[src/rtl/mem_dma_copy.sv]
// Block copy engine driving a dual-port RAM: reads on port A, writes on port B.
// Forward-overlapping blocks are copied from the top down so no source word is clobbered before it is read.
module mem_dma_copy #(
  parameter int DATA_WIDTH = 16,
  parameter int MEM_WIDTH  = 8
) (
  input  logic                  clk,
  input  logic                  rst,
  input  logic                  start,
  input  logic [MEM_WIDTH-1:0]  src,
  input  logic [MEM_WIDTH-1:0]  dst,
  input  logic [MEM_WIDTH-1:0]  len,
  output logic                  busy,
  output logic                  done,
  output logic                  we_a,
  output logic [MEM_WIDTH-1:0]  addr_a,
  output logic [DATA_WIDTH-1:0] data_a,
  input  logic [DATA_WIDTH-1:0] out_a,
  output logic                  we_b,
  output logic [MEM_WIDTH-1:0]  addr_b,
  output logic [DATA_WIDTH-1:0] data_b,
  output logic [1:0]            fsm_state
);

  typedef enum logic [1:0] {IDLE, RUN, DRAIN, DONE} state_t;

  state_t               state, state_next;
  logic [MEM_WIDTH-1:0] src_q, dst_q, len_q, cnt;
  logic                 desc_q;
  logic                 overlap;
  logic [MEM_WIDTH-1:0] wr_idx;
  logic [MEM_WIDTH-1:0] rd_idx;

  // Forward overlap: destination starts inside the source block, above it.
  assign overlap = (dst > src) && ((dst - src) < len);

  function automatic logic [MEM_WIDTH-1:0] offset(
    input logic                 desc,
    input logic [MEM_WIDTH-1:0] n,
    input logic [MEM_WIDTH-1:0] idx
  );
    offset = desc ? (n - 1'b1 - idx) : idx;
  endfunction

  always_ff @(posedge clk) begin
    if (rst) begin
      state  <= IDLE;
      src_q  <= '0;
      dst_q  <= '0;
      len_q  <= '0;
      desc_q <= 1'b0;
      cnt    <= '0;
    end else begin
      state <= state_next;
      case (state)
        IDLE: begin
          if (start) begin
            src_q  <= src;
            dst_q  <= dst;
            len_q  <= len;
            desc_q <= overlap;
            cnt    <= '0;
          end
        end
        RUN:     cnt <= cnt + 1'b1;
        default: ;
      endcase
    end
  end

  always_comb begin
    state_next = state;
    case (state)
      IDLE:    if (start) state_next = (len == '0) ? DONE : RUN;
      RUN:     if (cnt == len_q - 1'b1) state_next = DRAIN;
      DRAIN:   state_next = DONE;
      DONE:    state_next = IDLE;
      default: state_next = IDLE;
    endcase
  end

  // The write side trails the read side by one cycle to absorb the RAM read latency.
  assign wr_idx = cnt - 1'b1;
  assign rd_idx = (state == DRAIN) ? wr_idx : cnt;

  always_comb begin
    busy   = 1'b0;
    done   = 1'b0;
    we_b   = 1'b0;
    addr_a = '0;
    addr_b = '0;
    data_b = '0;
    if (!rst) begin
      case (state)
        RUN: begin
          busy   = 1'b1;
          addr_a = src_q + offset(desc_q, len_q, rd_idx);
          if (cnt != '0) begin
            we_b   = 1'b1;
            addr_b = dst_q + offset(desc_q, len_q, wr_idx);
            data_b = out_a;
          end
        end
        DRAIN: begin
          busy   = 1'b1;
          addr_a = src_q + offset(desc_q, len_q, rd_idx);
          we_b   = 1'b1;
          addr_b = dst_q + offset(desc_q, len_q, wr_idx);
          data_b = out_a;
        end
        DONE:    done = 1'b1;
        default: ;
      endcase
    end
  end

  assign we_a      = 1'b0;
  assign data_a    = '0;
  assign fsm_state = state;

endmodule

[config.mk]
export PLATFORM = sky130hd
export DESIGN_NAME = mem_dma_copy
export DESIGN_NICKNAME = d
export VERILOG_FILES = /design/src/rtl/mem_dma_copy.sv
export SDC_FILE = /design/constraint.sdc
export NUM_CORES = 1
export LEC_CHECK = 0
export ABC_AREA = 1
export CAP_MARGIN = 20
export CORE_AREA = 2 2 90 92
export CTS_BUF_LIST = sky130_fd_sc_hd__clkbuf_16
export DETAILED_ROUTE_END_ITERATION = 8
export DIE_AREA = 0 0 92 94
export GPL_ROUTABILITY_DRIVEN = 0
export HOLD_SLACK_MARGIN = 0.05
export PLACE_DENSITY = 0.9
export SLEW_MARGIN = 20
export SYNTH_ARGS = -nofsm -noshare
export SYNTH_HDL_FRONTEND = slang
export SYNTH_SLANG_ARGS = --single-unit
[constraint.sdc]
create_clock -name clk -period 6.15 [get_ports clk]
set_input_delay 0.615 -clock clk [delete_from_list [all_inputs] [get_ports clk]]
set_output_delay 0.615 -clock clk [all_outputs]
set_load 0.1 [all_outputs]
==> impl_metrics.ini <==
[outcome]
status = finished, final reports clean

[critical_path]
cp_common_cell = o21ai_0
arrival_ps = 4820
required_ps = 5530
critical_path_buf_inv_count = 4
criticalPathCategory = reg -> out
cp_cell_sequence = inv_1 > ha_1 > xnor2_1 > inv_2 > ha_1 > nand2_1 > o21ai_0 > a21oi_1 > o21ai_0 > xnor2_1 > mux2i_1 > ha_1 > inv_1 > o21ai_0 > o21ai_0 > a21oi_1 > clkdlybuf4s50_1
cp_slowest_cell = clkdlybuf4s50_1
worst_setup_path_start_kind = flip-flop
critPathMaxFanout = 6
path_delay_family = buffers and inverters
cp-end-kind = primary output
regToRegSetupSlack_ps = 3780
cp_slowest_stage_delay_ps = 1150

[drt]
wl_per_cell_um = 14.17
vias_per_cell = 5.433
drtPass1Iterations = 6
drcViolationCount = 0
drt_iter0_markers = 275
routed_wl_mm = 11.49
drtAntennaViolNets = 0
via_count = 4406

[layout]
nets = 806
final_common_cell = nand2_1
drive_above_1_share = 0.06347
final_cell_mix = nand2_1, inv_1, clkdlybuf4s50_1
diodes = 0
register_area_um2 = 700.7
multi_input_area_um2 = 2820
finalNonFillerCells = 811
fillers = 626
layout-area-overhead-vs-synth_pct = 23.10

[clocking]
clk_pin_slew_worst_paths_ps = 60
cts_tree = yes
clock_latency_ps = 280
cts_resized = 0
postCtsHoldBufs = 0
clock-sinks = 35
clockBufferDepth = 2
cts_root_buf = clkbuf_16
cts_buffers = 5
cts_max_level = 2
cts_setup_buffers = 0

[placed_design]
dp_cells = 803
dpl.hpwl_mm = 9.074
io_buffers = 79

[floorplanning]
core-area_um2 = 7607
start_util = 0.5354
die_w_um = 92
rows = 32
pin_count = 97
die_h_um = 94
die_area_um2 = 8648

[logic_synthesis]
ys_top_cells_by_area = dfxtp_1, ha_1, nand2_1
synth_seq_cells = 35
netlist_instances = 636
synth_flop_cell = dfxtp_1
synth_area_um2 = 4073
netlist.area_leader.share = 0.1720
seq_area_frac_synth = 0.1720
postSynthAreaPerCell_um2 = 6.404
yosys.area.top_type = dfxtp_1
async_flop_share = 0
yosys_warnings = 0
synth_edf_count = 0
ys_types = 43

[power]
pwr-share-clk = 0.123
vdd_drop_max_mv = 0.3375
power_switching_mw = 1.357
p_seq_frac = 0.139
swShare = 0.5616
p_comb_frac = 0.738
p_leak_nw = 2.490
p_int_mw = 1.059
p_per_area_nw_per_um2 = 482.0

[grt]
antenna_found_initial = 0
grt_max_degree = 33
grt_pass1_wl_mm = 19.07
overflow = 0
first_global_vias = 4310
grt_use_total = 0.2723

[timing]
fin_skew_ps = 3.636
fmax_ghz = 0.1840
slew_viol_final = 0
setup_viol = 0
min_period_ps = 5434
fin_crit_sh = 0.8836
worstMarginPinSlew_ps = 994.8
setup_tns_ps = 0
relSlewSlack = 0.3347
rsz0062_at_grt = false
hold_viol = 0

[hold_path]
min_path_type = reg -> reg

[run]
cap_violations = 0
-- sequential cells by signal, summed over array words and instances, names as in the netlist --
name / count
src_q: 8
fsm_state: 2
dst_q: 8
desc_q: 1
len_q: 8
cnt: 8
-- routing by layer --
layer  share of wire  vias to the layer above  GRT usage
li1                -                     2176          -
met1            0.40                     1983     0.3088
met2            0.48                      202     0.4828
met3           0.070                       45    0.05377
met4           0.046                        0     0.1443
met5               0                        -          0
-- final cells by class --
cell class / instances / share of cell area
Clock buffer: 5 / 0.02496
Clock inverter: 3 / 0.009483
Inverter: 108 / 0.08111
Multi-Input combinational cell: 478 / 0.5625
Sequential cell: 35 / 0.1398
Tap cell: 102 / 0.02546
Timing Repair Buffer: 80 / 0.1567
-- power by group through the flow --
stage	Combinational, mW	Clock (mW)	Sequential, mW
3_5_place_dp	1.73	0	0.338
2_1_floorplan	1.34	0	0.353
6_report	1.78	0.298	0.335
4_1_cts	1.75	0.299	0.334
5_1_grt	1.97	0.314	0.341
3_3_place_gp	1.65	0	0.335
-- worst paths after layout --
| path | cells past startpoint | startpoint | end |
|---|---|---|---|
| max | 17 | len_q[0] | addr_b[6] |
| min | 2 | src_q[7] | src_q[7] |
| max reg2reg | 13 | fsm_state[0] | cnt[6] |
| min reg2reg | 2 | src_q[7] | src_q[7] |
-- Yosys cell counts (all sizes together), types with 2 or more instances --
cell    number
nand2      113
inv        107
nor2        67
a21oi       65
o21ai       64
ha          50
nand3       38
dfxtp       35
buf         22
xor2        12
clkbuf       9
xnor2        8
nor3         7
or2          7
fa           5
nand4        5
a211oi       3
nor4         3
o21a         3
mux2i        2
nor3b        2
o21bai       2
-- logic make-up after synthesis --
logic type,share of synthesized area
and+or+nand+nor,0.2645
AOI/OAI and AO/OA,0.1806
buffers and inverters,0.1502
adders and majority gates,0.1782
DFF,0.1720
xor gates and xnor gates,0.04854
muxes,0.004916
other,0.0009208
-- stage by stage --
stage	setup WS, ps	instance area (µm²)	hold slack (ps)	utilization	total power, mW
after floorplan	327.0	4133	444.0	-	1.697
after global placement	1333	4841	459.2	0.6363	1.983
after detailed placement	1133	4841	466.8	0.6363	2.070
after CTS	814.1	5014	475.6	0.6590	2.387
after global routing	367.8	5014	505.7	0.6590	2.624
final	716.1	5014	482.3	0.6590	2.416
-- worst reg2reg max path, delay by kind of cell, from the launching register on --
| kind | cells | cell delay (ps) |
|---|---|---|
| buf+inv | 4 | 730 |
| simple gates | 6 | 420 |
| compound gates | 2 | 420 |
| flops | 1 | 410 |
| fa+ha+maj | 1 | 250 |
Power figures use the tool's default switching activity.
